`config.mk`:
```
export PLATFORM = sky130hd
export DESIGN_NAME = scan_decoder_onehot
export DESIGN_NICKNAME = d
export VERILOG_FILES = /design/src/rtl/scan_decoder_onehot.sv
export SDC_FILE = /design/constraint.sdc
export NUM_CORES = 1
export LEC_CHECK = 0
export CORE_MARGIN = 3
export CORE_UTILIZATION = 26
export CTS_CLUSTER_SIZE = 25
export DETAILED_ROUTE_END_ITERATION = 7
export PLACE_DENSITY = 0.6
export SYNTH_ARGS = -nofsm -noshare
export SYNTH_HDL_FRONTEND = slang
export SYNTH_SLANG_ARGS = --single-unit
```
`constraint.sdc`:
```
create_clock -name clk -period 3.78 [get_ports clk]
set_clock_uncertainty 0.05 [all_clocks]
set_input_delay 0.756 -clock clk [delete_from_list [all_inputs] [get_ports clk]]
set_output_delay 0.756 -clock clk [all_outputs]
set_load 0.01 [all_outputs]
```
`src/rtl/scan_decoder_onehot.sv`:
```
// Registered one-hot line selector with direct decode and prescaled scan modes.
// Define SCAN_BLANK_EN to insert a blank slot between scan lines.
module scan_decoder_onehot #(
  parameter int SEL_W    = 2,
  parameter int PRESCALE = 4
) (
  input  logic                  clk,
  input  logic                  reset,
  input  logic                  en,
  input  logic                  mode,
  input  logic [SEL_W-1:0]      d,
  output logic [2**SEL_W-1:0]   q,
  output logic [SEL_W-1:0]      idx,
  output logic                  wrap
);

  localparam int N  = 2**SEL_W;
  localparam int PW = (PRESCALE > 1) ? $clog2(PRESCALE) : 1;

  logic [PW-1:0]    pc;
  logic [SEL_W-1:0] idx_nxt;
  logic             last;
  logic             slot_end;

  function automatic logic [N-1:0] onehot(input logic [SEL_W-1:0] c);
    return N'(1) << c;
  endfunction

  assign idx_nxt  = idx + SEL_W'(1);
  assign last     = &idx;
  assign slot_end = (pc == PW'(PRESCALE - 1));

`ifdef SCAN_BLANK_EN
  typedef enum logic {SCAN, BLANK} state_t;
  state_t state;

  always_ff @(posedge clk) begin
    if (reset) begin
      q     <= '0;
      idx   <= '0;
      wrap  <= 1'b0;
      pc    <= '0;
      state <= SCAN;
    end else if (!en) begin
      wrap <= 1'b0;
    end else if (mode) begin
      idx   <= d;
      q     <= onehot(d);
      pc    <= '0;
      wrap  <= 1'b0;
      state <= SCAN;
    end else if (state == BLANK) begin
      idx   <= idx_nxt;
      q     <= onehot(idx_nxt);
      wrap  <= last;
      state <= SCAN;
    end else if (!slot_end) begin
      pc   <= pc + PW'(1);
      q    <= onehot(idx);
      wrap <= 1'b0;
    end else begin
      // dark slot between lines suppresses ghosting
      pc    <= '0;
      q     <= '0;
      wrap  <= 1'b0;
      state <= BLANK;
    end
  end
`else
  always_ff @(posedge clk) begin
    if (reset) begin
      q    <= '0;
      idx  <= '0;
      wrap <= 1'b0;
      pc   <= '0;
    end else if (!en) begin
      wrap <= 1'b0;
    end else if (mode) begin
      idx  <= d;
      q    <= onehot(d);
      pc   <= '0;
      wrap <= 1'b0;
    end else if (!slot_end) begin
      pc   <= pc + PW'(1);
      q    <= onehot(idx);
      wrap <= 1'b0;
    end else begin
      pc   <= '0;
      idx  <= idx_nxt;
      q    <= onehot(idx_nxt);
      wrap <= last;
    end
  end
`endif

endmodule
```
==> impl_summary.md <==
Timing
Setup repair after global routing left no endpoint under its margin. For the pin with the worst max-slew slack, the measured transition is between 0.3 and 0.4 ns. The number of setup violations in the final report is 0. The top achievable clock speed is 490 MHz. In this run the tightest slew margin relative to its limit is 0.769.

The count of final max-slew check failures is 0. The final count of hold timing violations came to 0. For the final routed database, the setup TNS stands at 0 ns. Dividing the final minimum period by the clock period gives 0.540.

Final hold analysis gives a worst-case slack of between 0.4 and 0.5 ns. The time the final worst path needs with I/O delays and setup is 2.04 ns.

Pwr
The proportion of power drawn by combinational gates is 0.157. Of the total power, registers draw 0.483. Power spread over the standard cell area amounts to approximately 350 nW/um^2. Of the total power, the share spent switching nets is 0.252. The cell-internal power is roughly 160 uW. The relative contribution of the clock network to total power is 0.360. IR analysis of the VDD net gives a maximum drop of about 0.12 mV. Summed over all cells, the static leakage comes to roughly 0.00022 uW. The analysis attributes to net switching a power of between 50 and 60 uW.

CTS
The tree built by TritonCTS fans out to 9 sinks. After clock tree synthesis, the setup repair step added 0 buffers. The number of clock buffers added by TritonCTS is 3. The number of H-tree branching levels is 1. The clock latency reported for the late side of the worst-skew pair is roughly 0.26 ns. TritonCTS built the clock tree.

The cell chosen for the clock root is sky130_fd_sc_hd__clkbuf_4. The deepest clock path buffer count is 2. The CTS clock-pin slew for the worst setup and hold paths is 0.06 ns.

The cts-stage hold buffer count is 0. The number of cells upsized or downsized after cts is 0.

Final layout
The area of all placed cells without fillers is 612 um^2. Measured on the finished design, the core utilization comes to 0.388. The layout cell share with drive strength beyond 1 is 0.0635.

The number of antenna diodes in the final layout is 0. The area added between synthesis and finish is 33.2%. The number of nets at the end of the flow is 73.

The filler cell count is 161. The final instance count without filler cells is about 80.

Floorplan
The count of standard-cell rows is 14. The die is about 48 um wide. In this run the standard cell core region covers around 1600 um^2. The die height is between 40 and 50 um. The boundary pin count is 13. The die covers about 2300 um^2. For this configuration, the core starts out at a cell density of 0.291.

Yosys
The share of synthesized area in the top cell type comes to 0.392. Ranked by total cell area, the synthesized netlist is headed by sky130_fd_sc_hd__dfxtp_1, sky130_fd_sc_hd__nand2b_1, sky130_fd_sc_hd__ha_1. The number of enable flip-flop cells after synthesis is 0.

In the synthesized netlist, the number of instances is 50. In this run, distinct cell masters in the synthesized netlist total 21. In this run, synthesis produced a sequential element count of 9. The summed instance area of the synthesized netlist is around 460 um^2. The number of nets in the synthesized netlist is 59. The biggest area contributor in the post-synthesis netlist is sky130_fd_sc_hd__dfxtp_1.

The average cell area after synthesis is 9.18 um^2. The flip-flop cell with the highest count after synthesis is sky130_fd_sc_hd__dfxtp_1. The fraction of registers with async set or reset after synthesis is 0. For this run, the number of Yosys warnings is 0. The share of the Yosys chip area taken by registers is 0.392.

Worst setup path
For the worst setup path, the data arrival time is 1.24 ns. Walking the worst path, the cells encountered are clkdlybuf4s50_1. The kind of capture point of the worst setup path is a primary output. Of all nets on the critical path, the largest fanout is 5. Data on the critical path is required at its endpoint by between 2 and 3 ns. The largest single stage delay on the critical path is 0.57 ns. The number of buffers and inverters on the critical path is 1.

STA classifies the critical path startpoint as a flop. The critical path in this run is classified as reg -> out. Broken down by cell family, the worst path's largest delay share belongs to buffers and inverters. The slowest cell on the critical path is sky130_fd_sc_hd__clkdlybuf4s50_1.

Run status
The run finished with clean final reports.

Detailed routing
The average vias per placed instance is a little over 5. The number of DRC violations after detailed-routing iteration 0 is 9. For this block, the routed nets add up to 945 um of wire. The detailed router placed approximately 400 vias in this run.

The detailed-route wire length per cell is roughly 12 um. The first detailed-routing pass ran for 4 iterations. The post-detailed-route count of antenna-violating nets is 0. After detailed routing, the number of remaining DRC violations is 0.

Placed design
Detailed placement ended at an HPWL of roughly 680 um. The placement-stage cell area is approximately 590 um^2. Once placement completed, the tool counted placed cells totaling between 70 and 80. Port buffering added 12 buffers. Routability-driven placement finished with a final weighted congestion of between 0.7 and 0.8.

GRT
Across every metal layer, demand over resource in global routing totals 0.0952. The total overflow left after global routing is 0. The first-pass GRT wire length is ~1.4 mm.

The largest net degree at the start of global routing is 13. The via count of the first global-routing pass is between 300 and 400. The number of antenna violations at the first check in global routing was 0.

Hold path
The min-delay analysis places its worst path in the category reg -> reg.

Flow run
The number of maximum-capacitance constraint violations is 0.
-- routing by layer --
| layer | track usage | share of wire | vias up |
|---|---|---|---|
| li1 | - | - | 202 |
| met1 | 0.106 | 0.46 | 184 |
| met2 | 0.127 | 0.45 | 10 |
| met3 | 0.0564 | 0.055 | 2 |
| met4 | 0.0806 | 0.031 | 0 |
| met5 | 0 | 0 | - |
-- final timing paths --
path | start | slack, ns | cells after the start | to
worst max-delay path | idx[0] | 1.74 | 1 | idx[0]
worst min-delay path | q[3] | 0.45 | 2 | q[3]
worst max register to register | idx[0] | 2.20 | 4 | q[1]
worst min register to register | q[3] | 0.45 | 2 | q[3]
-- state kept, by name, indices dropped and copies added, names as in the netlist --
register,cells
idx,2
pc,2
q,4
wrap,1
-- cell usage after synthesis, types with 2 or more instances --
cell and n:
sky130_fd_sc_hd__inv_1 2, sky130_fd_sc_hd__a21oi_1 2, sky130_fd_sc_hd__o21a_1 2, sky130_fd_sc_hd__o32ai_1 4, sky130_fd_sc_hd__nor3_1 2, sky130_fd_sc_hd__nand2b_1 8
sky130_fd_sc_hd__ha_1 3, sky130_fd_sc_hd__dfxtp_1 9, sky130_fd_sc_hd__o21ai_0 4, sky130_fd_sc_hd__buf_2 2, sky130_fd_sc_hd__nand2_1 2
-- final cells by class --
| cell class | instances | area [um^2] | area share |
|---|---|---|---|
| repair buffers | 12 | 120 | 0.196 |
| well taps | 16 | 20.0 | 0.0327 |
| flip-flops and latches | 9 | 180 | 0.294 |
| multi-input cells | 36 | 258 | 0.421 |
| inverters | 2 | 7.51 | 0.0123 |
| clock buffers | 4 | 26.3 | 0.0429 |
-- cell usage in the layout (no fill, tap or decap), types with 3 or more instances in the layout --
cell type and count:
sky130_fd_sc_hd__clkbuf_4 3, sky130_fd_sc_hd__ha_1 3, sky130_fd_sc_hd__dfxtp_1 9, sky130_fd_sc_hd__o32ai_1 4, sky130_fd_sc_hd__o21ai_0 4, sky130_fd_sc_hd__clkdlybuf4s50_1 12
sky130_fd_sc_hd__nand2b_1 8
-- cells by family after synthesis --
logic type      count (synthesis)  share of synthesized area
xor+xnor                        1                     0.0191
simple gates                   16                      0.202
flops                           9                      0.392
mux                             2                     0.0545
compound gates                 14                      0.204
buf+inv                         5                     0.0463
fa+ha+maj                       3                     0.0818
-- through the flow --
step                total power [uW]  setup slack (ns)
floorplan                        123              2.28
global placement                 138              1.63
detailed placement               138              1.66
CTS                              215              1.72
global route                     226              1.68
finish                           212              1.74
-- power by group through the flow --
stage,Sequential [uW],Clock (uW),Combinational [uW]
after floorplan,106,0,17.8
after global placement,104,0,33.7
after detailed placement,105,0,33.3
after CTS,102,78.7,33.6
after global routing,103,86.5,36.6
final,102,76.3,33.3
-- worst reg2reg max path: stages, from the launching register on --
cell and delay [ns]:
sky130_fd_sc_hd__dfxtp_1 0.41, sky130_fd_sc_hd__ha_1 0.27, sky130_fd_sc_hd__mux2_4 0.27, sky130_fd_sc_hd__o21a_1 0.18
sky130_fd_sc_hd__o32ai_1 0.30
(Power assumes the default switching activity.)
